==> src/rtl/sc2bin_counter.sv <==
// Bipolar stochastic-to-binary converter: counts ones over 2^LOG_LEN valid bits
// and emits a saturated signed BITWIDTH-bit result with a one-cycle valid pulse.
module sc2bin_counter #(
  parameter int BITWIDTH = 8,
  parameter int LOG_LEN  = 8
) (
  input  logic                clk,
  input  logic                reset_n,
  input  logic                start,
  input  logic                abort,
  input  logic                sc_in,
  input  logic                sc_valid,
  output logic                busy,
  output logic [BITWIDTH-1:0] bin_out,
  output logic                bin_valid
);

  localparam int L  = 1 << LOG_LEN;
  localparam int S  = LOG_LEN - (BITWIDTH - 1);
  localparam int CW = LOG_LEN + 1;
  localparam int VW = LOG_LEN + 2;
  localparam logic signed [VW-1:0] MAX_V = VW'((1 << (BITWIDTH - 1)) - 1);

  typedef enum logic {IDLE = 1'b0, ACCUM = 1'b1} state_t;

  // Handshake: start is accepted only in IDLE; sc_in is consumed on every ACCUM
  // edge where sc_valid=1; bin_valid pulses for one cycle when bin_out updates.
  state_t              state_q, state_d;
  logic [CW-1:0]       bit_q, bit_d, ones_q, ones_d, ones_inc;
  logic [BITWIDTH-1:0] bin_q, bin_d;
  logic                valid_q, valid_d;
  logic                last_bit;
  logic signed [VW-1:0] v, vs, sat;

  assign ones_inc = ones_q + CW'(sc_in);
  assign last_bit = (bit_q == CW'(L - 1));

  // v = 2c - L, floor-shifted down to BITWIDTH range; only +2^(BITWIDTH-1) can overflow.
  always_comb begin
    v   = $signed({ones_inc, 1'b0} - VW'(L));
    vs  = v >>> S;
    sat = (vs > MAX_V) ? MAX_V : vs;
  end

  always_comb begin
    state_d = state_q;
    bit_d   = bit_q;
    ones_d  = ones_q;
    bin_d   = bin_q;
    valid_d = 1'b0;
    case (state_q)
      IDLE: begin
        if (start && !abort) begin
          state_d = ACCUM;
          bit_d   = '0;
          ones_d  = '0;
        end
      end
      ACCUM: begin
        if (abort) begin
          state_d = IDLE;
          bit_d   = '0;
          ones_d  = '0;
        end else if (sc_valid) begin
          bit_d  = bit_q + CW'(1);
          ones_d = ones_inc;
          if (last_bit) begin
            state_d = IDLE;
            bin_d   = sat[BITWIDTH-1:0];
            valid_d = 1'b1;
          end
        end
      end
      default: state_d = IDLE;
    endcase
  end

  always_ff @(posedge clk or negedge reset_n) begin
    if (!reset_n) begin
      state_q <= IDLE;
      bit_q   <= '0;
      ones_q  <= '0;
      bin_q   <= '0;
      valid_q <= 1'b0;
    end else begin
      state_q <= state_d;
      bit_q   <= bit_d;
      ones_q  <= ones_d;
      bin_q   <= bin_d;
      valid_q <= valid_d;
    end
  end

  assign busy      = (state_q == ACCUM);
  assign bin_out   = bin_q;
  assign bin_valid = valid_q;

endmodule

==> config.mk <==
export PLATFORM = sky130hd
export DESIGN_NAME = sc2bin_counter
export DESIGN_NICKNAME = d
export VERILOG_FILES = /design/src/rtl/sc2bin_counter.sv
export SDC_FILE = /design/constraint.sdc
export NUM_CORES = 1
export LEC_CHECK = 0
export CORE_UTILIZATION = 49
export CTS_BUF_LIST = sky130_fd_sc_hd__clkbuf_8 sky130_fd_sc_hd__clkbuf_16
export CTS_CLUSTER_SIZE = 30
export DETAILED_ROUTE_END_ITERATION = 10
export PLACE_DENSITY = 0.8
export SLEW_MARGIN = 20
export SYNTH_ARGS = -nofsm -noshare
export SYNTH_HDL_FRONTEND = slang
export SYNTH_SLANG_ARGS = --single-unit
export TNS_END_PERCENT = 50
==> constraint.sdc <==
create_clock -name clk -period 3.44 [get_ports clk]
set_clock_uncertainty 0.1 [all_clocks]
set_input_delay 0.516 -clock clk [delete_from_list [all_inputs] [get_ports clk]]
set_output_delay 0.516 -clock clk [all_outputs]
set_load 0.05 [all_outputs]
* After elaboration in Yosys (flattened, before gate mapping) *
Index checks and enable logic that the tools add are counted.
Widths: inputs -> output; s select.

storage, ports and cells
  register bits = 28
  bits of input ports = 6
  output and inout bits = 10
  logic and storage cells = 35

operators by class
  add/subtract/negate cells = 3
  order comparisons = 1
  equality and inequality tests = 3
  mux-type cells = 17
  bitwise operators = 2
  reduce and logical (&&, ||, !) cells = 4

operator list
  kind                   number
  $mux 9                 5
  $pmux 9 s2             2
  $sub 10x9->10 const B  1
  $add 9x1->9            1
  $add 9x1->9 const B    1
  $eq 9x8->1 const B     1
  $gt 9x8->1 const B     1
  $mux 1                 8
  $mux 8                 1
  $reduce_and 4->1       1
  $ne 3x3->1 const B     1
  $ne 2x2->1 const B     1
  $not 1->1              2
  $pmux 1 s2             1
  $reduce_and 2->1       1
  $logic_and 1x1->1      1
  $logic_not 1->1        1

* Logic depth before layout (Yosys ltp) *
  word-level depth = 5
  depth in mapped cells = 13
  depth with buffers taken out = 12

* Least setup slack after synthesis *
No wires, ideal clock.

  path kind = input -> register
  from = input port sc_in
  to = register bin_q[0], in the netlist bin_out[0]
  setup time = 141 ps
  data arrival time = 2828 ps
  data required time = 3199 ps
  setup slack = 371 ps
  stages = 13
  buffers on the path = 1
  path through = ha_1 -> ha_1 -> and3_4 -> buf_6 -> and3_2 -> and3_1 -> xnor2_1 -> ha_1 -> inv_1 -> o21ai_0 -> nor2_1 -> a31oi_1 -> o21ai_0

on the way
  cells in the longest elaborated chain, start to end = 4

ends and longest elaborated chain
  what                  RTL line  text
  from (decl)           11        input logic sc_in,
  $add 9x1->9 (*)       35        assign ones_inc = ones_q + CW'(sc_in);
  $sub 10x9->10 (*)     40        v = $signed({ones_inc, 1'b0} - VW'(L));
  $gt 9x8->1            42        sat = (vs > MAX_V) ? MAX_V : vs;
  $mux 8 (*)            42
  to (signal assigned)  89        bin_q <= bin_d;
  to (decl)             30        logic [BITWIDTH-1:0] bin_q, bin_d;

Every way passes the cells marked *; elsewhere a longest branch is shown, timed or not.
A chain may end at the register's enable or synchronous reset.

* Worst setup path in the final report *
  from = input port sc_in
  to = register bin_q[1], in the netlist bin_out[1]

The elaborated chain is that of the path after synthesis.

==> impl_metrics.ini <==
[outcome]
status = finished, final reports clean

[cells_and_area]
fillers = 287
fin_nets = 198
fin_area_um2 = 1800
num_antenna_cells = 0
layout.cells.non_filler = 229
regArea_um2 = 701
drive_gt1_frac = 0.0919
syn_to_final_growth_pct = 14.8
multiInputGateArea_um2 = 788

[floorplanning]
die_width_um = 58.6
rows = 20
coreArea_um2 = 3050
die_h_um = 58.6
start_util = 0.514
die-area_um2 = 3430
io_pins = 16

[yosys]
synth_area_leaders = dfrtp_1 45%, o21ai_0 9.9%, nand2_1 5.0%
synth_cells = 169
syn-num-nets = 181
synth_cell_types = 36
synth.top_cell.area_share = 0.447
netlist_area_um2 = 1570
yosysWarnings = 0
post-synth-top-area-cell = dfrtp_1
ys_seq_area_frac = 0.447
avgSynthCellArea_um2 = 9.28
ys_ff_latch = 28

[clock_network]
htreeDepth = 1
cts_tree = done
ctsResizeCount = 0
post_cts_buffers = 0
clk_latency_ns = 0.27
root_buffer = clkbuf_8
clkSinkCount = 28
ctsHoldBuffers = 0
clk_path_buf_depth = 2
cts_buffers = 3
clk_pin_slew_ns = 0.10

[sta]
fin_setup_tns_ns = 0
final.period_utilization = 0.911
tightest_slew_ns = 0.586
slew_headroom = 0.608
finalWorstSetupSlack_ns = 0.306
fin_crit_ns = 3.13
finalHoldViolCount = 0
clock.fmax_ghz = 0.319
finalSetupViolations = 0
drv_slew = 0
rsz0062_at_grt = false

[grt]
antenna_found_initial = 0
grt_pass1_wl_um = 5310
first_global_vias = 1258
track_usage = 0.199
grt_max_degree = 29
gr-total-overflow = 0

[place]
place_hpwl_um = 2240
gp_congestion = 0.826
port_buffers = 15
dp.cells = 225
place_area_um2 = 1750
dp_slack_ns = 0.0170

[detailed_routing]
drc_errors = 0
via_count = 1260
dr.pass1.iters = 6
wl_per_cell_um = 13.1
viasPerCell = 5.50
drtIter0Drc = 40
wl_um = 3000
ant_nets = 0

[power]
p_per_area_nw_per_um2 = 322
peakVddDrop_uv = 193
p_leak_nw = 0.831

[worst_setup_path]
worstPathCellList = clkdlybuf4s50_1 > ha_1 > ha_1 > and3_4 > and3_2 > and3_1 > xnor2_1 > ha_1 > inv_1 > o21ai_0 > nor2_1 > a31oi_1 > buf_4 > o21ai_0
cp_slowest_cell = clkdlybuf4s50_1
crit_fanout = 6
critPathMaxStageDelay_ns = 0.41
startpoint_type = primary input
endpoint_kind = flop
cp.arrival_ns = 3.22
critPathRequiredTime_ns = 3.53
cp_common_cell = ha_1
crit_type = primary input to flop

[job]
cap_viol_max_count = 0

[worst_hold_path]
hold_class = flop to flop
==> final cells by class <==
class	instances	share of cell area
multi-input combinational	129	0.437
sequential	28	0.389
inverter	4	0.00833
timing repair buffer	20	0.104
clock buffer	4	0.0306
tap	44	0.0306
==> final timing paths <==
kind | end | start | depth (start not counted) | slack, ns
worst max-delay path | bin_out[1] | sc_in | 14 | 0.31
worst min-delay path | bin_out[5] | bin_out[5] | 2 | 0.38
worst max register to register | bin_out[1] | ones_q[0] | 13 | 0.59
worst min register to register | bin_out[5] | bin_out[5] | 2 | 0.38
max in group asynchronous | busy | reset_n | 2 | 2.46
min in group asynchronous | bin_out[2] | reset_n | 2 | 0.51
==> synth_stat cells <==
master      n
and3_1      7
o31ai_1     4
nand4b_1    1
a21o_2      1
a32o_1      1
nor2b_1     3
and2_1      2
a311oi_2    1
xnor2_1     5
nand2_1    21
a311oi_1    1
mux2i_1     3
and3_2      1
o21ai_0    31
xor2_1      2
nand3_2     1
dfrtp_1    28
nand2b_1    3
a31o_2      1
ha_1        6
or3_1       1
nor2_1     15
a31oi_1     3
buf_4       1
clkbuf_1    2
mux2_4      1
nand4_1     2
inv_1       3
nand3_1     8
and3_4      1
a2bb2oi_2   1
nor3_1      1
clkinv_1    1
buf_2       1
buf_6       4
o22ai_1     1
==> placed cells by master, fill, tap and decap left out, types with 5 or more instances in the layout <==
cell	Yosys	routed
nand3_1	8	8
ha_1	6	6
xnor2_1	5	5
clkdlybuf4s50_1	0	15
nor2_1	15	15
dfrtp_1	28	28
and3_1	7	7
buf_4	1	5
nand2_1	21	21
o21ai_0	31	31
==> critical path, delay by kind of cell <==
family | cells | cell delay (ns)
AND/OR/NAND/NOR | 4 | 0.68
buffers and inverters | 3 | 0.68
adder cells (fa/ha/maj) | 3 | 0.74
XOR/XNOR | 1 | 0.25
AO/OA/AOI/OAI | 3 | 0.36
==> routing by layer <==
layer	part of all wire	GRT usage
met1	0.44	0.233
met2	0.53	0.389
met3	0.022	0.0198
met4	0.0033	0.0476
met5	0	0
==> cell families (layout without fill, tap and decap cells) <==
group                    after synthesis  count (layout)  synth area share
adder cells (fa/ha/maj)                6               6            0.0478
multiplexers                           4               4            0.0287
buffers and inverters                 12              28            0.0510
flip-flops                            28              28             0.447
AND/OR/NAND/NOR                       67              67             0.211
XOR/XNOR                               7               7            0.0391
AO/OA/AOI/OAI                         45              45             0.176
==> flip-flops by register name, summed over array words and instances (netlist names) <==
register   cells
bin_valid      1
bin_out        8
bit_q          9
busy           1
ones_q         9
==> per-stage QoR <==
stage                      util  hold slack, ns  power [mW]
after floorplan               -           0.120       0.367
after CTS                 0.590           0.389       0.586
final                     0.590           0.383       0.581
after global routing      0.590           0.414       0.602
after detailed placement  0.572           0.367       0.387
after global placement    0.572           0.354       0.385
==> where the power goes <==
part | leakage [nW] | internal (mW) | switching, mW
Combinational | 0.413 | 0.0152 | 0.0293
Sequential | 0.389 | 0.332 | 0.00330
Clock | 0.0288 | 0.102 | 0.0984
No activity file was read; power rests on OpenSTA's default activity.
==> RTL change 1 (same settings) <==
Register the inputs `start`, `abort`, `sc_in` and `sc_valid` before use. The logic sees them one clock later. Comments in the files are not updated.
--- a/src/rtl/sc2bin_counter.sv
+++ b/src/rtl/sc2bin_counter.sv
@@ -24,4 +24,16 @@
   typedef enum logic {IDLE = 1'b0, ACCUM = 1'b1} state_t;
 
+  logic start_q;
+  logic abort_q;
+  logic sc_q;
+  logic sc_valid_q;
+
+  always_ff @(posedge clk) begin
+    start_q    <= start;
+    abort_q    <= abort;
+    sc_q       <= sc_in;
+    sc_valid_q <= sc_valid;
+  end
+
   // Handshake: start is accepted only in IDLE; sc_in is consumed on every ACCUM
   // edge where sc_valid=1; bin_valid pulses for one cycle when bin_out updates.
@@ -33,5 +45,5 @@
   logic signed [VW-1:0] v, vs, sat;
 
-  assign ones_inc = ones_q + CW'(sc_in);
+  assign ones_inc = ones_q + CW'(sc_q);
   assign last_bit = (bit_q == CW'(L - 1));
 
@@ -51,5 +63,5 @@
     case (state_q)
       IDLE: begin
-        if (start && !abort) begin
+        if (start_q && !abort_q) begin
           state_d = ACCUM;
           bit_d   = '0;
@@ -58,9 +70,9 @@
       end
       ACCUM: begin
-        if (abort) begin
+        if (abort_q) begin
           state_d = IDLE;
           bit_d   = '0;
           ones_d  = '0;
-        end else if (sc_valid) begin
+        end else if (sc_valid_q) begin
           bit_d  = bit_q + CW'(1);
           ones_d = ones_inc;
Behaviour: not the same (a bounded check fails within 4 cycles, from zero or initial values and one cycle with reset_n low).
==> RTL change 1 against the original RTL <==
The flow now finishes with violations (design-rule violations). Design area is the same. Power grew 34%. Clock power grew 74%. Routed wire length shrank 7.9%. Critical path depth shrank 3. Setup slack gained 0.31 ns. Combinational power shrank 3%. Area after synthesis shrank 3.3%. Sequential cell count grew 4. Fmax grew 11%. Critical endpoint is now bin_out[7].
==> RTL change 1: results (changes against the original RTL) <==
RUN STATUS
--------------------------------------------------------------------------------
Violated checks                                                     design-rule violations
Outcome                                                             finished, violations left   was finished clean

SETUP PATH
--------------------------------------------------------------------------------
Capturing point of the worst reg2reg path                             bin_out[7]   was bin_out[1]
CP arrival                                                               2.90 ns   was 3.22 ns
Slack of the worst reg-to-reg path                                       0.62 ns   was 0.59 ns
Cell depth of the worst flop-to-flop path                                     11   was 13

DRT
--------------------------------------------------------------------------------
Avg Vias per Cell                                                           5.58   was 5.50
Metal3 WL                                                                 120 um   was 66 um
Number of DRC violations after detailed-routing iteration 0                   38   was 40
Iteration count of the initial detailed-routing pass                           7   was 6
WL per Instance                                                          13.5 um   was 13.1 um
Met1 Wirelength                                                          1300 um   was 1340 um
DRC viols                                                                      2   was 0
Routed wl met2                                                           1270 um   was 1590 um

SYNTHESIS
--------------------------------------------------------------------------------
Post-Synthesis Net Count                                                     165   was 181
Post-synth cell types                                                         35   was 36
Sequential element share of the synthesized area                           51.5%   was 44.7%
Ranking of synthesized cells by instance count                      sky130_fd_sc_hd__dfrtp_1 (28), sky130_fd_sc_hd__nand2_1 (21), sky130_fd_sc_hd__nor2_1 (20)   was sky130_fd_sc_hd__o21ai_0 (31), sky130_fd_sc_hd__dfrtp_1 (28), sky130_fd_sc_hd__nand2_1 (21)
Biggest area contributors in the synthesized netlist                sky130_fd_sc_hd__dfrtp_1 (46%), sky130_fd_sc_hd__dfxtp_1 (5.3%), sky130_fd_sc_hd__nand2_1 (5.2%), sky130_fd_sc_hd__ha_1 (5.0%), sky130_fd_sc_hd__nor2_1 (5.0%)   was sky130_fd_sc_hd__dfrtp_1 (45%), sky130_fd_sc_hd__o21ai_0 (9.9%), sky130_fd_sc_hd__nand2_1 (5.0%), sky130_fd_sc_hd__ha_1 (4.8%), sky130_fd_sc_hd__nor2_1 (3.6%)

HOLD PATH
--------------------------------------------------------------------------------
Hold path cells                                                                1   was 2
Worst hold path endpoint                                              bin_out[7]   was bin_out[5]
Source of the worst hold timing path                                  bin_out[7]   was bin_out[5]

GLOBAL ROUTING
--------------------------------------------------------------------------------
Total global routing track utilization                                     20.1%   was 19.9%
Via count of the first global-routing pass                                  1120   was 1258
Wire length of the first global-routing pass                             4890 um   was 5310 um

CLOCK TREE
--------------------------------------------------------------------------------
Worst-Skew Late Latency                                                  0.29 ns   was 0.27 ns
CTS buffer count                                                               5   was 3
H-tree levels                                                                  2   was 1
Clk pin slew, worst setup/hold paths                                     0.06 ns   was 0.10 ns
Number of buffers added for setup after CTS                                    0   unchanged

CELLS AND AREA
--------------------------------------------------------------------------------
Number of nets in the final layout                                           185   was 198
Filler Cell Count                                                            237   was 287
Fraction of final layout cells with drive strength greater than 1          7.47%   was 9.19%

POWER
--------------------------------------------------------------------------------
Cell leakage power                                                   0.000803 uW   was 0.000831 uW
Largest voltage drop on the vdd net                                       242 uV   was 193 uV

PLACE
--------------------------------------------------------------------------------
Final GP Congestion                                                        0.832   was 0.826
Placed wire-length estimate                                              1990 um   was 2240 um

STA
--------------------------------------------------------------------------------
Final hold slack                                                        0.403 ns   was 0.383 ns

## RTL change 1: cell types whose count changed after synthesis, moves of 5 or more
| cell | change |
|---|---|
| sky130_fd_sc_hd__a21oi_1 | +6 |
| sky130_fd_sc_hd__nor2_1 | +5 |
| sky130_fd_sc_hd__o21ai_0 | -17 |
| sky130_fd_sc_hd__and3_1 | -5 |
## RTL change 1: layout make-up
type / count / area (um^2) / area share [%]
multi-input cells: 114 / 702 / 39.0
clock inverters: 3 / 38.8 / 2.15
flip-flops and latches: 32 / 781 / 43.3
inverters: 4 / 15.0 / 0.833
repair buffers: 16 / 158 / 8.75
clock buffers: 5 / 68.8 / 3.82
well taps: 31 / 38.8 / 2.15
## RTL change 1: worst max-delay path by stage
stage | from | to | slack, ns | cells past startpoint
after detailed placement | ones_q[0] | bin_out[7] | 0.66 | 11
after floorplan | ones_q[0] | bin_out[7] | 0.90 | 11
after global routing | ones_q[0] | bin_out[7] | 0.39 | 11
after CTS | ones_q[0] | bin_out[7] | 0.60 | 11
final | ones_q[0] | bin_out[7] | 0.62 | 11
after global placement | ones_q[0] | bin_out[7] | 0.82 | 11
## RTL change 1: where the power goes
group	leakage, uW	switching, uW	internal (uW)
Clock	0.0000593	137	212
Sequential	0.000423	6.77	383
Combinational	0.000320	27.3	15.8
Total	0.000803	171	610
## RTL change 1: layer usage
layer	up-vias	GRT usage [%]
met2	25	32.9
li1	570	-
met1	542	23.8
met5	-	0
met3	7	7.37
met4	0	9.06
## RTL change 1: critical path, cell delays in order (launching register included)
cell,delay [ns]
sky130_fd_sc_hd__dfrtp_1,0.35
sky130_fd_sc_hd__ha_1,0.17
sky130_fd_sc_hd__ha_1,0.25
sky130_fd_sc_hd__nand3_1,0.14
sky130_fd_sc_hd__nor2_1,0.28
sky130_fd_sc_hd__nand3_1,0.13
sky130_fd_sc_hd__xor2_1,0.25
sky130_fd_sc_hd__ha_1,0.20
sky130_fd_sc_hd__nand2_1,0.06
sky130_fd_sc_hd__o31ai_2,0.22
sky130_fd_sc_hd__mux2_4,0.37
sky130_fd_sc_hd__a22o_1,0.18
## RTL change 1: cell families (layout without fill, tap and decap cells)
group	count (synthesis)	in the layout	share of synthesized area, %
AND/OR/NAND/NOR	61	61	19.2
AO/OA/AOI/OAI	36	36	14.9
flip-flops	32	32	51.5
XOR/XNOR	10	10	6.27
buffers and inverters	7	28	2.23
adder cells (fa/ha/maj)	6	6	4.95
multiplexers	1	1	0.990
## RTL change 1: per-stage QoR
stage	worst slack [ns]	power (uW)	instances	utilization, %	area, um^2
finish	0.621	781	205	63.2	1800
global route	0.395	812	205	63.2	1800
CTS	0.599	786	205	63.2	1800
detailed placement	0.663	440	197	59.4	1690
global placement	0.824	439	197	59.4	1690
floorplan	0.903	418	153	-	1520
==> RTL change 2 (config.mk and constraints unchanged) <==
Without the edit above. Make the reset (`reset_n`) synchronous in one clocked block.
--- a/src/rtl/sc2bin_counter.sv
+++ b/src/rtl/sc2bin_counter.sv
@@ -76,5 +76,5 @@
   end
 
-  always_ff @(posedge clk or negedge reset_n) begin
+  always_ff @(posedge clk) begin
     if (!reset_n) begin
       state_q <= IDLE;
Function: differs if reset_n is asserted again (counterexample within 4 cycles, from zero or initial values and one cycle with reset_n low); with reset_n held inactive, the same outputs for 10 cycles.
==> RTL change 2 against the original RTL <==
The run now ends with design-rule violations left. Area after synthesis decreased by 3.7%. Die area decreased by 3.6%. Non-clock buffer count decreased by 2. Setup slack improved by 0.18 ns. Routed wire length increased by 2.4%. Design area decreased by 4.4%. Power decreased by 3.1%. Cell count decreased by 2.6%. Sequential cell count unchanged.
==> RTL change 2: results (changes against the original RTL) <==
RUN STATUS
-----------------------------------------------------------------------
Outcome                                                    finished, violations left   was finished clean
Violated checks                                            design-rule violations

DRT
-----------------------------------------------------------------------
Routed wl met2                                                  1590 um   about the same
Metal3 WL                                                        105 um   was 66 um
Iteration count of the initial detailed-routing pass                  7   was 6
DRC viols                                                             1   was 0
Met1 Wirelength                                                 1360 um   was 1340 um
Total via count in the routed design                               1310   was 1260

GLOBAL ROUTING
-----------------------------------------------------------------------
Via count of the first global-routing pass                         1239   was 1258
Total global routing track utilization                            19.7%   was 19.9%
Met2 usage in global routing                                      36.7%   was 38.9%
Met3 track demand over resource in global routing                 5.90%   was 1.98%
Wire length of the first global-routing pass                    5060 um   was 5310 um

CELLS AND AREA
-----------------------------------------------------------------------
Multi-Input Combinational                                           139   was 129
Fraction of area in registers                                     32.6%   was 38.9%
Multi-input logic area                                         883 um^2   was 788 um^2
Signal buffers                                                       18   was 20
Non-clock inverters                                                   3   was 4
Layout clock area frac                                            3.20%   was 3.06%

POWER
-----------------------------------------------------------------------
Power per cell area                                         327 nW/um^2   was 322 nW/um^2
Part of the power in registers                                    57.9%   was 57.8%
Cell leakage power                                          0.000634 uW   was 0.000831 uW
Internal portion of total power                                  441 uW   was 450 uW

STA
-----------------------------------------------------------------------
Relative slew margins                                             48.4%   was 60.8%

HOLD PATH
-----------------------------------------------------------------------
Source of the worst hold timing path                          ones_q[0]   was bin_out[5]

SYNTHESIS
-----------------------------------------------------------------------
Instance count of the mapped netlist                                180   was 169
Biggest area contributors in the synthesized netlist       sky130_fd_sc_hd__dfxtp_1 (37%), sky130_fd_sc_hd__o21ai_0 (6.6%), sky130_fd_sc_hd__ha_1 (5.0%), sky130_fd_sc_hd__nor2b_1 (5.0%), sky130_fd_sc_hd__nand2_1 (4.7%)   was sky130_fd_sc_hd__dfrtp_1 (45%), sky130_fd_sc_hd__o21ai_0 (9.9%), sky130_fd_sc_hd__nand2_1 (5.0%), sky130_fd_sc_hd__ha_1 (4.8%), sky130_fd_sc_hd__nor2_1 (3.6%)
Leading cell type by number of instances after synthesis   sky130_fd_sc_hd__dfxtp_1   was sky130_fd_sc_hd__o21ai_0
Post-synth cell types                                                37   was 36

PLACE
-----------------------------------------------------------------------
Placed inst area                                              1670 um^2   was 1750 um^2
Setup WS pre-CTS                                               0.233 ns   was 0.0170 ns
Placed Instances                                                    219   was 225

SETUP PATH
-----------------------------------------------------------------------
CP arrival                                                      3.06 ns   was 3.22 ns

[RTL change 2: cell types whose count changed after synthesis, sizes merged, moves of 4 or more]
cell / before / now
clkbuf: 2 / 9
a22oi: 0 / 7
o21ai: 31 / 21
dfxtp: 0 / 28
dfrtp: 28 / 0
and2: 2 / 7
nor2: 15 / 11
a21oi: 0 / 5
buf: 6 / 1
nor2b: 3 / 12
[RTL change 2: path summary, 6_finish.rpt]
kind / end / slack (ns) / cells after the start
min: ones_q[0] / 0.38 / 2
min reg2reg: ones_q[0] / 0.38 / 2
max: bin_out[6] / 0.49 / 12
max reg2reg: bin_out[6] / 0.85 / 11
[RTL change 2: cell families after synthesis]
group                      after synthesis  share of synthesized area (%)
xor gates and xnor gates                 7                           4.06
buffers and inverters                   13                           4.39
AOI/OAI and AO/OA                       50                           22.1
adders and majority gates                6                           4.97
DFF                                     28                           37.1
and+or+nand+nor                         76                           27.3
